**config.mk**
```make
export PLATFORM = sky130hd
export DESIGN_NAME = add_serial_signed
export DESIGN_NICKNAME = d
export VERILOG_FILES = /design/src/rtl/add_serial_signed.sv
export SDC_FILE = /design/constraint.sdc
export NUM_CORES = 1
export LEC_CHECK = 0
export CAP_MARGIN = 5
export CORE_AREA = 2 2 49 63
export CTS_CLUSTER_SIZE = 8
export DETAILED_ROUTE_END_ITERATION = 10
export DIE_AREA = 0 0 51 65
export PLACE_DENSITY = 0.9
export SYNTH_ARGS = -nofsm -noshare
export SYNTH_HDL_FRONTEND = slang
export SYNTH_SLANG_ARGS = --single-unit
```
**constraint.sdc**
```tcl
create_clock -name clk -period 2.7 [get_ports clk]
set_input_delay 0.405 -clock clk [delete_from_list [all_inputs] [get_ports clk]]
set_output_delay 0.405 -clock clk [all_outputs]
set_load 0.01 [all_outputs]
```
**src/rtl/add_serial_signed.sv**
```systemverilog
// Bit-serial signed adder: one full-adder slice, LSB first, WIDTH cycles per op.
// Optional macro ADD_SAT_EN saturates the result on signed overflow.
module add_serial_signed #(
    parameter int WIDTH = 8
) (
    input  logic             clk,
    input  logic             rst,
    input  logic             in_valid,
    output logic             in_ready,
    input  logic [WIDTH-1:0] A,
    input  logic [WIDTH-1:0] B,
    output logic             out_valid,
    input  logic             out_ready,
    output logic [WIDTH-1:0] result,
    output logic             overflow
);

    // Handshake: a transfer happens on a rising edge where valid and ready are
    // both high; valid never depends combinationally on ready on either side.

    localparam int             CW   = (WIDTH > 2) ? $clog2(WIDTH) : 1;
    localparam logic [CW-1:0] LAST = CW'(WIDTH - 1);

    typedef enum logic [1:0] {
        S_IDLE = 2'd0,
        S_RUN  = 2'd1,
        S_DONE = 2'd2
    } state_t;

    state_t           r_state;
    state_t           w_next;
    logic [WIDTH-1:0] r_a;
    logic [WIDTH-1:0] r_b;
    logic             r_carry;
    logic [CW-1:0]    r_cnt;
    logic [WIDTH-1:0] r_result;
    logic             r_overflow;

    logic             w_accept;
    logic             w_last;
    logic             w_sum_bit;
    logic             w_carry_out;
    logic             w_ovf;
    logic [WIDTH-1:0] w_wrapped;
    logic [WIDTH-1:0] w_final;

    assign in_ready  = (r_state == S_IDLE);
    assign out_valid = (r_state == S_DONE);
    assign result    = r_result;
    assign overflow  = r_overflow;

    assign w_accept    = in_valid && (r_state == S_IDLE);
    assign w_last      = (r_state == S_RUN) && (r_cnt == LAST);
    assign w_sum_bit   = r_a[0] ^ r_b[0] ^ r_carry;
    assign w_carry_out = (r_a[0] & r_b[0]) | (r_carry & (r_a[0] ^ r_b[0]));
    // On the last bit r_carry is the carry into the MSB.
    assign w_ovf       = r_carry ^ w_carry_out;
    // Sum bits are shifted into the top of r_a as operand bits leave the bottom.
    assign w_wrapped   = {w_sum_bit, r_a[WIDTH-1:1]};

`ifdef ADD_SAT_EN
    localparam logic [WIDTH-1:0] SAT_MAX = {1'b0, {(WIDTH-1){1'b1}}};
    localparam logic [WIDTH-1:0] SAT_MIN = {1'b1, {(WIDTH-1){1'b0}}};

    // On the last bit r_a[0] still holds the sign bit of A.
    always_comb begin
        w_final = w_wrapped;
        if (w_ovf) begin
            w_final = r_a[0] ? SAT_MIN : SAT_MAX;
        end
    end
`else
    assign w_final = w_wrapped;
`endif

    always_ff @(posedge clk) begin
        if (rst) begin
            r_state <= S_IDLE;
        end else begin
            r_state <= w_next;
        end
    end

    always_comb begin
        w_next = r_state;
        case (r_state)
            S_IDLE:  if (in_valid) w_next = S_RUN;
            S_RUN:   if (r_cnt == LAST) w_next = S_DONE;
            S_DONE:  if (out_ready) w_next = S_IDLE;
            default: w_next = S_IDLE;
        endcase
    end

    always_ff @(posedge clk) begin
        if (rst) begin
            r_a        <= '0;
            r_b        <= '0;
            r_carry    <= 1'b0;
            r_cnt      <= '0;
            r_result   <= '0;
            r_overflow <= 1'b0;
        end else if (w_accept) begin
            r_a     <= A;
            r_b     <= B;
            r_carry <= 1'b0;
            r_cnt   <= '0;
        end else if (r_state == S_RUN) begin
            r_a     <= w_wrapped;
            r_b     <= {1'b0, r_b[WIDTH-1:1]};
            r_carry <= w_carry_out;
            r_cnt   <= r_cnt + CW'(1);
            if (w_last) begin
                r_result   <= w_final;
                r_overflow <= w_ovf;
            end
        end
    end

endmodule

```
* Word level (Yosys, flattened, before mapping)
Cells that the tools add are included.
** Storage, ports and cells
- Flip-flop bits (word level) :: 31
- Input port bits :: 20
- Output and inout bits :: 11
** Operators by class
- Add/subtract/negate cells :: 1
- Eq/ne operators :: 6
- Multiplexer cells :: 8
- Bitwise operators :: 7
- Reductions and logical operators :: 7
** Operator list (number)
- $mux 8 :: 4
- $mux 2 :: 3
- $pmux 2 s3 :: 1
- $reduce_and 3->1 :: 2
- $ne 2x2->1 const B :: 2
- $add 3x1->3 const B :: 1
- $eq 3x3->1 const B :: 1
- $xor 1x1->1 :: 3
- $and 1x1->1 :: 2
- $eq 2x1->1 const B :: 1
- $eq 2x2->1 const B :: 1
- $logic_and 1x1->1 :: 2
- $logic_not 2->1 :: 1
- $ne 2x1->1 const B :: 1
- $reduce_bool 2->1 :: 1
- $reduce_or 2->1 :: 1
- $not 1->1 :: 1
- $or 1x1->1 :: 1

* Depth between registers and ports, before layout
Gate-level depths: netlist of run 1.
- Depth in word-level cells :: 4
- Mapped depth :: 6
- Mapped depth without buffers :: 5

* Least setup slack after synthesis of run 1
Ideal clock, no wire load.
- Kind :: reg-to-reg
- From :: register r_cnt[0]
- To :: register r_result[1] (netlist: result[1])
- Arrival :: 1.387 ns
- Required time :: 2.571 ns
- Path slack :: 1.184 ns
- Stages on the path, launching flop included :: 7
- Path buffers :: 1
- Period minus slack after synthesis :: 1.516 ns
- Cell sequence :: dfxtp_1 -> ha_1 -> ha_1 -> clkbuf_1 -> nand3b_1 -> mux2i_1 -> nor2_1
** On the way
- Longest elaborated chain between the ends :: 3
** Ends and longest elaborated chain
- start, declared :: line 35 : logic [CW-1:0] r_cnt;
- start signal, assigned :: line 111 : r_cnt <= r_cnt + CW'(1);
- $eq 3x3->1 :: line 53 : assign w_last = (r_state == S_RUN) && (r_cnt == LAST);
- $logic_and 1x1->1 :: line 53
- $reduce_and 3->1 (no source line)
- end signal, assigned :: line 113 : r_result <= w_final;
- end, declared :: line 36 : logic [WIDTH-1:0] r_result;
Every way passes these cells.
A chain may end at the register's enable or synchronous reset.

* Final worst setup path of run 1
- From :: register r_state[1]
- To :: output port out_valid
** On the way
- Longest elaborated chain between the ends :: 1
** Ends and longest elaborated chain
- start, declared :: line 30 : state_t r_state;
- start signal, assigned :: line 80 : r_state <= w_next;
- $eq 2x2->1 :: line 48 : assign out_valid = (r_state == S_DONE);
- end, declared :: line 12 : output logic out_valid,
Every way passes these cells.

==> results of run 1 <==
==> cell type report <==
class	count	area (um2)	area share, %
Multi-Input combinational cell	116	676.9	39.03
Sequential cell	31	620.6	35.79
Timing Repair Buffer	32	315.3	18.18
Clock buffer	8	68.82	3.968
Tap cell	36	45.04	2.597
Inverter	2	7.507	0.4329
==> worst min path at each step <==
stage	end	cells past startpoint
after detailed placement	result[7]$_SDFFE_PP0P_	2
after CTS	result[7]$_SDFFE_PP0P_	2
after global routing	result[7]$_SDFFE_PP0P_	2
after floorplan	r_b[5]$_SDFFE_PP0P_	2
after global placement	result[2]$_SDFFE_PP0P_	2
final	result[7]$_SDFFE_PP0P_	2
==> per-layer routing <==
layer	up-vias	global-route usage [%]	routed length [um]
met1	553	21.95	1162
met3	7	6.221	180
met2	40	33.60	1513
li1	609	-	-
met4	0	9.459	47
met5	-	0	0
==> where the power goes <==
part	internal, mW	switching [mW]	leakage (nW)
Combinational	0.0662	0.0667	0.358
Sequential	0.482	0.0224	0.254
Clock	0.153	0.152	0.0386
==> through the flow <==
| stage | total power, mW | setup WS, ps | instance area (um2) | cells | hold slack, ps |
|---|---|---|---|---|---|
| detailed placement | 0.6456 | 629.0 | 1665 | 217 | 447.7 |
| floorplan | 0.6049 | 1184 | 1394 | 162 | 437.1 |
| global placement | 0.6384 | 692.3 | 1665 | 217 | 441.4 |
| global route | 0.9904 | 523.5 | 1734 | 225 | 483.0 |
| CTS | 0.9503 | 593.3 | 1734 | 225 | 460.7 |
| finish | 0.9427 | 594.8 | 1734 | 225 | 458.9 |
==> flip-flops by register name, summed over array words and instances, names as in the netlist <==
| signal | cells |
|---|---|
| overflow | 1 |
| r_a | 8 |
| r_b | 8 |
| r_carry | 1 |
| r_cnt | 3 |
| r_state | 2 |
| result | 8 |
==> logic make-up after synthesis <==
group,after synthesis,synth area share [%]
xor+xnor,2,1.257
fa+ha+maj,3,3.231
compound gates,42,19.21
mux,4,2.873
flops,31,44.52
buf+inv,15,6.911
simple gates,65,21.99
==> worst min-delay path: stages, from the launching register on <==
cell	delay [ps]
dfxtp_1	320
nand2_1	50
a21oi_1	50
==> synthesized netlist by cell type, types with 2 or more instances <==
master,n,share of area [%]
a211oi_1,11,5.9
a21oi_1,26,9.3
buf_2,5,1.8
buf_4,2,1.1
buf_6,2,1.6
clkbuf_1,3,0.81
dfxtp_1,31,45
ha_1,2,1.8
inv_1,2,0.54
mux2i_1,4,2.9
nand2_1,21,5.7
nand2b_1,3,1.3
nand3_1,8,2.9
nor2_1,20,5.4
nor3_1,6,2.2
o221a_2,2,1.6
==> impl_metrics.py, run 1 <==
metrics = {
    "yosys": {
        "syn_nets": 185,
        "netlist_instances": 162,
        "yosysUniqueCellTypes": 30,
        "ys_async_sr_fraction_pct": 0,
        "ys_ff_latch": 31,
        "syn-cell-area_um2": 1394,
        "synth_edf_count": 0,
        "syn_area_per_cell_um2": 8.604,
        "ys_seq_area_share_pct": 44.52,
        "yosys_warnings": 0,
        "synth_flop_cell": "dfxtp_1",
    },
    "status": {
        "status": "finished, final reports clean",
    },
    "clock_network": {
        "htreeDepth": 2,
        "postCtsResizedCells": 0,
        "cts_tree": "yes",
        "path_clk_slew_ps": 90,
        "cts.sinks": 31,
        "holdBufCountCts": 0,
        "root_buffer": "clkbuf_4",
        "ctsLongestPathBuffers": 2,
        "numCtsBuffers": 5,
        "post-cts-setup-buffers": 0,
        "clk_latency_ps": 330,
    },
    "detailed_routing": {
        "drtPass1Iterations": 4,
        "drc": 0,
        "vias_per_cell": 5.373,
        "ant_nets": 0,
        "drtIter0Drc": 38,
        "drt-wirelength-per-cell_um": 12.91,
        "drt_wl_total_mm": 2.904,
        "vias": 1209,
    },
    "die": {
        "dieArea_um2": 3315,
        "start_util_pct": 50.14,
        "die_w_um": 51,
        "io_pins": 31,
        "num_rows": 22,
        "die_h_um": 65,
        "core_area_um2": 2780,
    },
    "critical_path": {
        "crit_type": "reg2out",
        "crit_path_end": "out_valid",
        "cp.depth": 2,
        "cpPeakStageDelay_ps": 580,
        "r2r_start": "r_state[1]$_SDFFE_PP0P_",
        "r2r_slack_ps": 940,
        "critPathRequiredTime_ps": 2300,
        "crit_family": "flip-flops",
        "reg2reg_depth": 3,
        "critPathBufInv": 1,
        "r2r-end": "r_b[2]$_SDFFE_PP0P_",
        "crit_chain": "nor2b_1 > clkdlybuf4s50_1",
        "startpoint": "r_state[1]$_SDFFE_PP0P_",
        "arrival_ps": 1700,
        "slowest_stage": "dfxtp_1",
        "crit_path_start_kind": "flip-flop",
        "cp_max_fo": 13,
        "worst_setup_path_end_kind": "output port",
    },
    "power_and_ir_drop": {
        "peakVddDrop_uv": 378.5,
        "pwr_density_cell_nw_per_um2": 543.6,
        "p_leak_nw": 0.6502,
    },
    "timing": {
        "rsz0062_at_grt": "false",
        "setup_viol": 0,
        "relSlewSlack_pct": 51.60,
        "timing.final.crit_period_ps": 2105,
        "finalSetupTns_ps": 0,
        "max_slew.worst_pin.slew_ps": 726.0,
        "min_period_over_period_pct": 77.97,
        "finalHoldViolCount": 0,
        "clock.fmax_mhz": 475.0,
        "slew_violations": 0,
        "finalClockSkew_ps": 5.958,
    },
    "placed_design": {
        "place.gp.congestion": 0.8855,
        "portBuffers": 30,
        "dp_hpwl_mm": 2.002,
    },
    "final_layout": {
        "mostFrequentLayoutCells": "dfxtp_1 (31), clkdlybuf4s50_1 (30), a21oi_1 (26)",
        "fin_util_pct": 62.38,
        "syn2layout_area_growth_pct": 24.42,
        "final_common_cell": "dfxtp_1",
        "drive_above_1_share_pct": 8.466,
        "filler_cell_count": 258,
        "nets": 211,
        "num_antenna_cells": 0,
    },
    "min_path": {
        "hold_class": "reg2reg",
        "min_from": "result[7]$_SDFFE_PP0P_",
    },
    "global_route": {
        "grtUsageTotal_pct": 19.78,
        "first_global_vias": 1120,
        "antenna_found_initial": 0,
        "grt_max_degree": 32,
        "grt_pass1_wl_mm": 4.919,
        "overflow": 0,
    },
    "flow_run": {
        "maxCapViolations": 0,
    },
}
(Power assumes the default switching activity.)
==> run 2, diff against run 1 <==
CORE_AREA = 2 2 51 65   (was 2 2 49 63)
DIE_AREA = 0 0 53 67   (was 0 0 51 65)
PLACE_DENSITY = 0.85   (was 0.9)
clock period = 1.95 ns   (was 2.7 ns; I/O delays follow)
==> run 2 against run 1 <==
  * Global-route usage grew 0.16 points
  * Die area grew 7.1%
  * Utilization shrank 1.1 points
  * Final cell count grew 2.2%
  * Combinational power grew 50%
  * Clock-buffer cell count shrank 1
  * Hold slack gained 1.7 ps
  * Clock power grew 14%
  * Routed wire length grew 4.9%
  * Register-to-register slack lost 470 ps
  * Via count grew 2.1%
  * Critical path type unchanged
==> impl_metrics.py, run 2 (synthesis gave the netlist of run 1 again) <==
metrics = {
    "clock_network": {
        "clk_latency_ps": 320,
        "path_clk_slew_ps": 90,
        "post-cts-setup-buffers": 0,
        "numCtsBuffers": 5,
        "root_buffer": "clkbuf_4",
        "holdBufCountCts": 0,
        "cts_tree": "yes",
        "cts.sinks": 31,
        "htreeDepth": 2,
        "ctsLongestPathBuffers": 2,
    },
    "timing": {
        "rsz0062_at_grt": "false",
        "timing.final.crit_period_ps": 1792,
        "finalHoldViolCount": 0,
        "relSlewSlack_pct": 62.61,
        "clock.fmax_mhz": 558.1,
        "max_slew.worst_pin.slew_ps": 560.9,
        "setup_viol": 0,
        "finalSetupTns_ps": 0,
        "finalClockSkew_ps": 9.392,
        "min_period_over_period_pct": 91.88,
        "slew_violations": 0,
    },
    "die": {
        "die_h_um": 67,
        "num_rows": 22,
        "die_w_um": 53,
        "start_util_pct": 48.23,
        "dieArea_um2": 3551,
        "io_pins": 31,
        "core_area_um2": 2890,
    },
    "critical_path": {
        "crit_path_start_kind": "flip-flop",
        "critPathRequiredTime_ps": 1660,
        "arrival_ps": 1500,
        "crit_type": "reg2out",
        "slowest_stage": "clkdlybuf4s50_1",
        "cp_max_fo": 13,
        "crit_chain": "nor2b_1 > clkdlybuf4s50_1",
        "cpPeakStageDelay_ps": 550,
        "worst_setup_path_end_kind": "output port",
    },
    "power_and_ir_drop": {
        "pwr_density_cell_nw_per_um2": 702.7,
        "p_leak_nw": 0.6705,
        "peakVddDrop_uv": 537.9,
    },
    "placed_design": {
        "place.gp.congestion": 0.8109,
        "dp_hpwl_mm": 2.171,
        "dp.cells": 222,
        "portBuffers": 30,
    },
    "final_layout": {
        "syn2layout_area_growth_pct": 27.02,
        "drive_above_1_share_pct": 11.34,
        "nets": 216,
        "mostFrequentLayoutCells": "clkdlybuf4s50_1 (30), dfxtp_1 (29), a21oi_1 (26)",
        "final_common_cell": "clkdlybuf4s50_1",
        "num_antenna_cells": 0,
        "stdcell_count": 230,
        "filler_cell_count": 261,
    },
    "global_route": {
        "first_global_vias": 1205,
        "antenna_found_initial": 0,
        "grt_pass1_wl_mm": 5.154,
        "grtUsageTotal_pct": 19.94,
        "overflow": 0,
        "grt_max_degree": 25,
    },
    "detailed_routing": {
        "ant_nets": 0,
        "drt_wl_total_mm": 3.046,
        "drtPass1Iterations": 4,
        "drtIter0Drc": 43,
        "drc": 0,
        "vias": 1234,
        "vias_per_cell": 5.365,
        "drt-wirelength-per-cell_um": 13.24,
    },
    "flow_run": {
        "maxCapViolations": 0,
    },
    "min_path": {
        "hold_class": "reg2reg",
    },
    "status": {
        "status": "finished, final reports clean",
    },
}
## run 2: repair_timing
action	4_1_cts	5_1_grt
gates resized for setup	1	2
endpoints found under the setup margin	1	1
hold endpoints to repair	0	0
gates cloned	0	0
pin swaps	0	0
## run 2: cell type report
class / count / area, um2 / area share [%]
Clock inverter: 1 / 5.005 / 0.2827
Clock buffer: 7 / 45.04 / 2.544
Timing Repair Buffer: 37 / 365.4 / 20.64
Sequential cell: 31 / 625.6 / 35.34
Inverter: 2 / 7.507 / 0.4240
Tap cell: 36 / 45.04 / 2.544
Multi-Input combinational cell: 116 / 676.9 / 38.23
## run 2: path summary, 6_finish.rpt
path | startpoint | to | slack, ps | depth (start not counted)
setup / recovery | r_state[1]$_SDFFE_PP0P_ | out_valid | 160 | 2
hold / removal | result[7]$_SDFFE_PP0P_ | result[7]$_SDFFE_PP0P_ | 460 | 2
setup reg to reg | r_state[0]$_SDFFE_PP0P_ | r_b[6]$_SDFFE_PP0P_ | 470 | 3
hold reg to reg | result[7]$_SDFFE_PP0P_ | result[7]$_SDFFE_PP0P_ | 460 | 2
## run 2: stage by stage
step	hold WS [ps]	setup slack [ps]	total power, mW	util, %	cell area, um2
after global routing	491.8	55.10	1.304	61.26	1770
final	460.6	158.3	1.244	61.26	1770
after global placement	443.9	186.6	0.8998	59.35	1715
after floorplan	428.5	433.8	0.8376	-	1394
after detailed placement	446.4	117.1	0.9113	59.35	1715
after CTS	458.9	79.80	1.254	61.13	1767
## run 2: per-layer routing
layer | track usage [%] | routed length, um
met4 | 9.615 | 49
met1 | 21.29 | 1230
met2 | 35.78 | 1608
met3 | 4.709 | 156
met5 | 0 | 0
## run 2: report_power, final
part           internal, mW  switching [mW]  leakage (nW)
logic                 0.104          0.0958         0.386
registers             0.667          0.0296         0.255
clock network         0.140           0.208        0.0293
## run 2: worst max-delay path: cells and delay by family, from the launching register on
| kind | cells | cell delay (ps) |
|---|---|---|
| and+or+nand+nor | 1 | 190 |
| DFF | 1 | 430 |
| buffers and inverters | 1 | 550 |
==> run 3, diff against run 2 <==
CORE_AREA = 2 2 53 68   (was 2 2 51 65)
DIE_AREA = 0 0 55 70   (was 0 0 53 67)
GPL_ROUTABILITY_DRIVEN = 1   (was not set)
PLACE_DENSITY = 0.79   (was 0.85)
clock period = 1.8 ns   (was 1.95 ns; I/O delays follow)
==> run 3 against run 2 <==
  * Global-route usage fell by 0.60 points
  * Final cell count is 2.6% higher
  * First-iteration DRC count down 65%
  * Largest cell class unchanged
  * Combinational power increased by 12%
  * Highest routed layer unchanged
  * Largest power group unchanged
==> impl_metrics.py, run 3 (synthesis gave the netlist of run 1 again) <==
metrics = {
    "critical_path": {
        "cp_max_fo": 8,
        "slowest_stage": "clkdlybuf4s50_1",
        "crit_type": "reg2out",
        "critPathBufInv": 2,
        "critPathRequiredTime_ps": 1530,
        "cpPeakStageDelay_ps": 530,
        "startpoint": "r_state[1]$_SDFFE_PP0P_",
        "crit_family": "buffers and inverters",
        "crit_path_start_kind": "flip-flop",
        "r2r_start": "r_cnt[0]$_SDFFE_PP0N_",
        "reg2reg_depth": 5,
        "worst_setup_path_end_kind": "output port",
        "crit_chain": "buf_4 > nor2_1 > clkdlybuf4s50_1",
        "cp.depth": 3,
        "arrival_ps": 1430,
    },
    "die": {
        "die_h_um": 70,
        "io_pins": 31,
        "die_w_um": 55,
        "core_area_um2": 3303,
        "dieArea_um2": 3850,
        "start_util_pct": 42.20,
        "num_rows": 24,
    },
    "detailed_routing": {
        "vias_per_cell": 5.165,
        "drt-wirelength-per-cell_um": 13.33,
        "vias": 1219,
        "drc": 0,
        "drtIter0Drc": 15,
        "drt_wl_total_mm": 3.146,
        "drtPass1Iterations": 4,
        "ant_nets": 0,
    },
    "final_layout": {
        "final_common_cell": "clkdlybuf4s50_1",
        "num_antenna_cells": 0,
        "drive_above_1_share_pct": 13.71,
        "mostFrequentLayoutCells": "clkdlybuf4s50_1 (30), dfxtp_1 (29), a21oi_1 (26)",
        "fin_util_pct": 55.68,
        "syn2layout_area_growth_pct": 31.96,
        "nets": 220,
    },
    "timing": {
        "finalHoldViolCount": 0,
        "slew_violations": 0,
        "timing.final.crit_period_ps": 1703,
        "relSlewSlack_pct": 68.37,
        "finalClockSkew_ps": 6.182,
        "max_slew.worst_pin.slew_ps": 473.1,
        "min_period_over_period_pct": 94.59,
        "setup_viol": 0,
        "fin_ws_ps": 97.42,
        "clock.fmax_mhz": 587.3,
        "rsz0062_at_grt": "false",
        "finalSetupTns_ps": 0,
    },
    "clock_network": {
        "holdBufCountCts": 0,
        "htreeDepth": 2,
        "post-cts-setup-buffers": 0,
        "postCtsResizedCells": 0,
        "cts.sinks": 31,
        "numCtsBuffers": 5,
        "path_clk_slew_ps": 70,
        "cts_tree": "yes",
        "root_buffer": "clkbuf_8",
        "clk_latency_ps": 290,
        "ctsLongestPathBuffers": 2,
    },
    "placed_design": {
        "post-place-ws_ps": 60.78,
        "portBuffers": 30,
        "place.gp.congestion": 0.8355,
        "dp_hpwl_mm": 2.208,
    },
    "global_route": {
        "grtUsageTotal_pct": 19.34,
        "first_global_vias": 1254,
        "overflow": 0,
        "antenna_found_initial": 0,
        "grt_max_degree": 18,
        "grt_pass1_wl_mm": 5.361,
    },
    "min_path": {
        "min_from": "r_b[2]$_SDFFE_PP0P_",
        "hold_class": "reg2reg",
        "hold_depth": 2,
    },
    "power_and_ir_drop": {
        "pwr_density_cell_nw_per_um2": 835.1,
        "peakVddDrop_uv": 498.4,
        "p_leak_nw": 0.7074,
    },
    "flow_run": {
        "maxCapViolations": 0,
    },
    "status": {
        "status": "finished, final reports clean",
    },
}
==> run 3: cell count changes in the layout (fill, tap and decap cells not counted), sizes merged <==
cell | before | now
clkbuf | 7 | 6
buf | 7 | 11
==> run 3: report_power, final <==
group / internal [mW] / leakage [nW] / switching, mW
logic: 0.120 / 0.406 / 0.106
registers: 0.725 / 0.255 / 0.0329
clock network: 0.299 / 0.0470 / 0.254
==> run 3: layout make-up <==
class                           count  area [um2]
Inverter                            2       7.507
Clock buffer                        6       82.58
Multi-Input combinational cell    116       676.9
Tap cell                           39       48.80
Clock inverter                      1       5.005
Fill cell                         317        1464
Sequential cell                    31       623.1
Timing Repair Buffer               41       395.4
==> run 3: final timing paths <==
kind | to | slack (ps)
max | in_ready | 100
min | r_b[1]$_SDFFE_PP0P_ | 450
max reg2reg | result[1]$_SDFFE_PP0P_ | 290
min reg2reg | r_b[1]$_SDFFE_PP0P_ | 450
==> run 3: metal layers <==
layer	GRT usage, %	part of all wire (%)	up-vias
met3	6.624	4.8	12
met1	21.32	43	544
met4	10.57	3.8	0
met2	31.08	48	33
met5	0	0	-
li1	-	-	630
==> run 3: through the flow <==
step                      area, um2  std cells  power (mW)  hold slack, ps
final                          1839        236       1.536           454.5
after global routing           1839        236       1.614           482.8
after CTS                      1837        236       1.548           459.0
after detailed placement       1749        229      0.9961           449.9
after global placement         1749        229      0.9893           443.7
after floorplan                1394        162      0.9074           406.0
==> run 3: tightest hold or removal path: cells and delay by family, from the launching register on <==
family / cells / cell delay, ps
AO/OA/AOI/OAI: 1 / 60
flip-flops: 1 / 310
AND/OR/NAND/NOR: 1 / 50
